--- src/rtl/stack_lifo_pkg.sv ---
// Shared types for the operand stack: the per-cycle operation decode used by
// the top level to steer pointer and write-enable updates.
package stack_lifo_pkg;

  typedef enum logic [1:0] {
    OP_IDLE,
    OP_PUSH,
    OP_POP,
    OP_REPLACE
  } stack_op_e;

  // Push+pop on a non-empty stack swaps the top word, even when full; push+pop
  // on an empty stack degrades to a plain push. Everything illegal is dropped.
  function automatic stack_op_e decode_op(input logic push, input logic pop,
                                          input logic full, input logic empty);
    if (push && pop && !empty) return OP_REPLACE;
    if (push && !full)         return OP_PUSH;
    if (pop && !push && !empty) return OP_POP;
    return OP_IDLE;
  endfunction

endpackage

--- src/rtl/stack_lifo_register.sv ---
// WIDTH-bit storage register with load enable and asynchronous active-low
// clear; used for every stack slot and for the read-data register.
module register #(
  parameter int WIDTH = 8
) (
  input  logic             clk,
  input  logic             rst,
  input  logic             en,
  input  logic [WIDTH-1:0] d,
  output logic [WIDTH-1:0] q
);

  // NOTE: storage words are cleared by reset too, so a fresh stack never holds
  // stale data from before the reset; sequential state uses <= only.
  always_ff @(posedge clk or negedge rst) begin
    if (!rst) begin
      q <= '0;
    end else if (en) begin
      q <= d;
    end
  end

endmodule

--- src/rtl/stack_lifo.sv ---
// LIFO operand stack: DEPTH slots of WIDTH bits, occupancy pointer, full/empty
// flags and a registered read port loaded only by accepted pops.
module stack_lifo
  import stack_lifo_pkg::*;
#(
  parameter int WIDTH = 8,
  parameter int DEPTH = 3
) (
  input  logic             clk,
  input  logic             rst,
  input  logic             push,
  input  logic             pop,
  input  logic [WIDTH-1:0] data_in,
  output logic [WIDTH-1:0] data_out,
  output logic             full,
  output logic             empty,
  output logic [DEPTH-1:0] pointer
);

  localparam int PTR_W = DEPTH;

  if ((WIDTH % 4) != 0 || DEPTH < 2) begin : g_bad_param
    $error("stack_lifo: WIDTH must be a multiple of 4 and DEPTH >= 2");
  end

  logic [PTR_W-1:0] r_pointer;
  logic [WIDTH-1:0] w_mem [DEPTH];
  logic [WIDTH-1:0] w_top;
  logic [DEPTH-1:0] w_wr_en;
  logic             w_rd_en;
  stack_op_e        w_op;

  assign full    = (r_pointer == PTR_W'(DEPTH));
  assign empty   = (r_pointer == '0);
  assign pointer = r_pointer;

  assign w_op    = decode_op(push, pop, full, empty);
  assign w_rd_en = (w_op == OP_POP) || (w_op == OP_REPLACE);

  // NOTE: every always_comb output gets a default first so no latch is inferred.
  always_comb begin
    w_wr_en = '0;
    for (int i = 0; i < DEPTH; i++) begin
      case (w_op)
        OP_PUSH:    w_wr_en[i] = (r_pointer == PTR_W'(i));
        OP_REPLACE: w_wr_en[i] = (r_pointer == PTR_W'(i + 1));
        default:    w_wr_en[i] = 1'b0;
      endcase
    end
  end

  // Top-of-stack select compares against pointer-1 without ever forming an
  // out-of-range index when the stack is empty.
  always_comb begin
    w_top = '0;
    for (int i = 0; i < DEPTH; i++) begin
      if (r_pointer == PTR_W'(i + 1)) w_top = w_mem[i];
    end
  end

  always_ff @(posedge clk or negedge rst) begin
    if (!rst) begin
      r_pointer <= '0;
    end else begin
      case (w_op)
        OP_PUSH: r_pointer <= r_pointer + PTR_W'(1);
        OP_POP:  r_pointer <= r_pointer - PTR_W'(1);
        default: r_pointer <= r_pointer;
      endcase
    end
  end

  for (genvar g = 0; g < DEPTH; g++) begin : g_mem
    register #(.WIDTH(WIDTH)) u_slot (
      .clk (clk),
      .rst (rst),
      .en  (w_wr_en[g]),
      .d   (data_in),
      .q   (w_mem[g])
    );
  end

  register #(.WIDTH(WIDTH)) u_data_out (
    .clk (clk),
    .rst (rst),
    .en  (w_rd_en),
    .d   (w_top),
    .q   (data_out)
  );

endmodule

--- config.mk ---
export PLATFORM = sky130hd
export DESIGN_NAME = stack_lifo
export DESIGN_NICKNAME = d
export VERILOG_FILES = /design/src/rtl/stack_lifo_pkg.sv /design/src/rtl/stack_lifo_register.sv /design/src/rtl/stack_lifo.sv
export SDC_FILE = /design/constraint.sdc
export NUM_CORES = 1
export LEC_CHECK = 0
export ABC_AREA = 1
export CORE_UTILIZATION = 25
export DETAILED_ROUTE_END_ITERATION = 7
export GPL_ROUTABILITY_DRIVEN = 0
export PLACE_DENSITY = 0.41
export SLEW_MARGIN = 20
export SYNTH_ARGS = -nofsm -noshare
export SYNTH_HDL_FRONTEND = slang
export SYNTH_HIERARCHICAL = 1
export SYNTH_SLANG_ARGS = --single-unit
--- constraint.sdc ---
create_clock -name clk -period 3 [get_ports clk]
set_clock_uncertainty 0.05 [all_clocks]
set_input_delay 0.3 -clock clk [delete_from_list [all_inputs] [get_ports clk]]
set_output_delay 0.3 -clock clk [all_outputs]
set_load 0.01 [all_outputs]
==> results.tsv <==
metric	value	unit
Post-synth EDFFs	0	
Cell Pwr Density	970	nW/um2
crit path from	pointer[2]	
Max Cap Viol	0	
leakage dissipation	1.16	nW
TritonCTS Buffers	5	
Place WS	0.618	ns
H-tree depth	2	
fmax	0.398	GHz
top sig layer	met4	
Hold Worst Slack	0.387	ns
Setup crit end kind	primary output	
final net count	289	
RSZ-0062 raised after global routing	false	
core area	7210	um2
Rel. slew slack	60.6	%
fillers	816	
Clock transition at path regs	0.07	ns
Critical Path Source Type	flip-flop	
Critical Path RT	2.65	ns
Clock Sinks	35	
Final HPWL DP	3420	um
Synth area leader	dfrtp_1	
Routed Antenna Nets	0	
Post-Synthesis Cells	248	
FF-to-FF path depth	8	
worst-path fanout max	23	
WL met3	176	um
Synth warnings	6	
Synth area leaders	dfrtp_1, nand2_1, nand3_1	
Die Ht	88.3	um
CTS tree	done	
Die ar.	7800	um2
post-synth net total	266	
worst path cell trace	inv_2 > ha_1 > clkdlybuf4s50_1	
DRC errors left	0	
Area Growth Syn to Fin	19.9	%
critical path's slowest cell	clkdlybuf4s50_1	
CTS root buf	clkbuf_8	
vias in the first global route	1583	
share of post-route cells with drive strength above 1	8.09	%
setup TNS	0	ns
final std cells w/o fill	371	
initial antenna violation count	0	
Worst Path Arrival	2.16	ns
Final Max Tran Viols	0	
I/O pin count	25	
setup slack after layout	0.488	ns
worst hold path type	in -> async	
worst setup path endpoint	full	
top post-synthesis cells by count	nand2_1, dfrtp_1, nand3_1	
total gr overflow	0	
ys async rst share	100	%
Port Buffers	24	
Clock Path Buffers	2	
M1 WL	2390	um
Main synth FF type	dfrtp_1	
count leader, synth	nand2_1	
syn avg cell area	7.51	um2
Least-Margin Pin Slew	0.587	ns
first-pass GRT wire length	7950	um
Synth Cell Area	1860	um2
initial DRC count	84	
WL met2	2100	um
Synth cell types	17	
post-synthesis sequential area ratio	47.0	%
First-pass DRT Iterations	4	
crit share post-route	83.7	%
Worst VDD drop	212	uV
drt wl/cell	12.7	um
die width	88.3	um
RR Endpoint	g_mem[2].u_slot/q[0]	
DRT Wirelength	4700	um
clock latency at the later pin of the worst-skew pair	0.28	ns
Worst R2R Setup Slack	0.59	ns
# hold bufs at CTS	0	
postcts setup bufs	0	
placed insts	363	
WS Path Type	reg -> out	
minimum clock period after layout	2.51	ns
Fin. Hold Viols	0	
Vias/cell	4.26	
n_diodes	0	
register bit total from synthesis	35	
largest net degree at the start of global routing	36	
row cnt	31	
worst r2r src	pointer[2]	
Worst path max stage delay	0.63	ns
post-synth top area share	47.0	%
post_cts resized	0	
Initial Util	25.8	%
Total GRT Usage	13.7	%
setup violators final	0	
vias after detailed routing	1582	
status	completed	
## metrics by stage
step | util, % | cell area (um2) | total power, mW
floorplan | - | 1860 | 1.53
global placement | 29.8 | 2150 | 1.86
detailed placement | 29.8 | 2150 | 1.86
CTS | 31.0 | 2230 | 2.21
global route | 31.0 | 2230 | 2.40
finish | 31.0 | 2230 | 2.17
## critical path: cells and delay by family (launching register included)
kind / cells / cell delay [ns]
adders and majority gates: 1 / 0.49
buffers and inverters: 2 / 0.95
DFF: 1 / 0.43
## layout by cell type, fill, tap and decap left out
cell and n:
nand2_1 138, dfrtp_1 35, clkdlybuf4s50_1 24, nand3_1 23
inv_1 10, o21ai_1 8, inv_2 6, ha_1 6
clkbuf_8 5, nand2_4 3, nor2_1 2, nor2_2 2
nand2_2 2, clkbuf_1 2, buf_4 2, nor2_4 1
o21ai_0 1, nand4_1 1, clkinv_2 1
## report_power, final
group / total [mW] / switching [mW] / internal, mW
sequential: 0.825 / 0.132 / 0.693
clock: 0.331 / 0.168 / 0.163
combinational: 1.01 / 0.613 / 0.399
## flip-flops by register name, indices dropped and copies added (netlist names)
| register | flops |
|---|---|
| g_mem.u_slot/q | 24 |
| u_data_out/q | 8 |
| pointer | 3 |
## worst min-delay path by stage
stage | to | slack [ns]
after floorplan | g_mem[0].u_slot/q[0] | -0.05
after global placement | g_mem[2].u_slot/q[1] | 0.41
after detailed placement | g_mem[0].u_slot/q[0] | 0.41
after CTS | u_data_out/q[0] | 0.40
after global routing | g_mem[0].u_slot/q[1] | 0.44
final | u_data_out/q[1] | 0.39
## per-layer routing
metal / vias to the layer above / global-route usage [%]
met2: 32 / 21.5
met5: - / 0
met3: 5 / 2.89
li1: 806 / -
met4: 0 / 3.08
met1: 739 / 19.4
## logic make-up (layout without fill, tap and decap cells)
kind of cell | count (synthesis) | count (layout) | synth area share [%]
compound gates | 9 | 9 | 2.42
fa+ha+maj | 6 | 6 | 4.03
buf+inv | 26 | 50 | 8.06
flops | 35 | 35 | 47.0
simple gates | 172 | 172 | 38.5
## area by class of cell
class / count / area [um2] / area share [%]
clock inverters: 1 / 5.00 / 0.224
inverters: 16 / 60.1 / 2.69
clock buffers: 7 / 76.3 / 3.42
repair buffers: 26 / 255 / 11.4
flip-flops and latches: 35 / 876 / 39.2
well taps: 99 / 124 / 5.55
multi-input cells: 187 / 837 / 37.5
No activity file was read; power rests on OpenSTA's default activity.
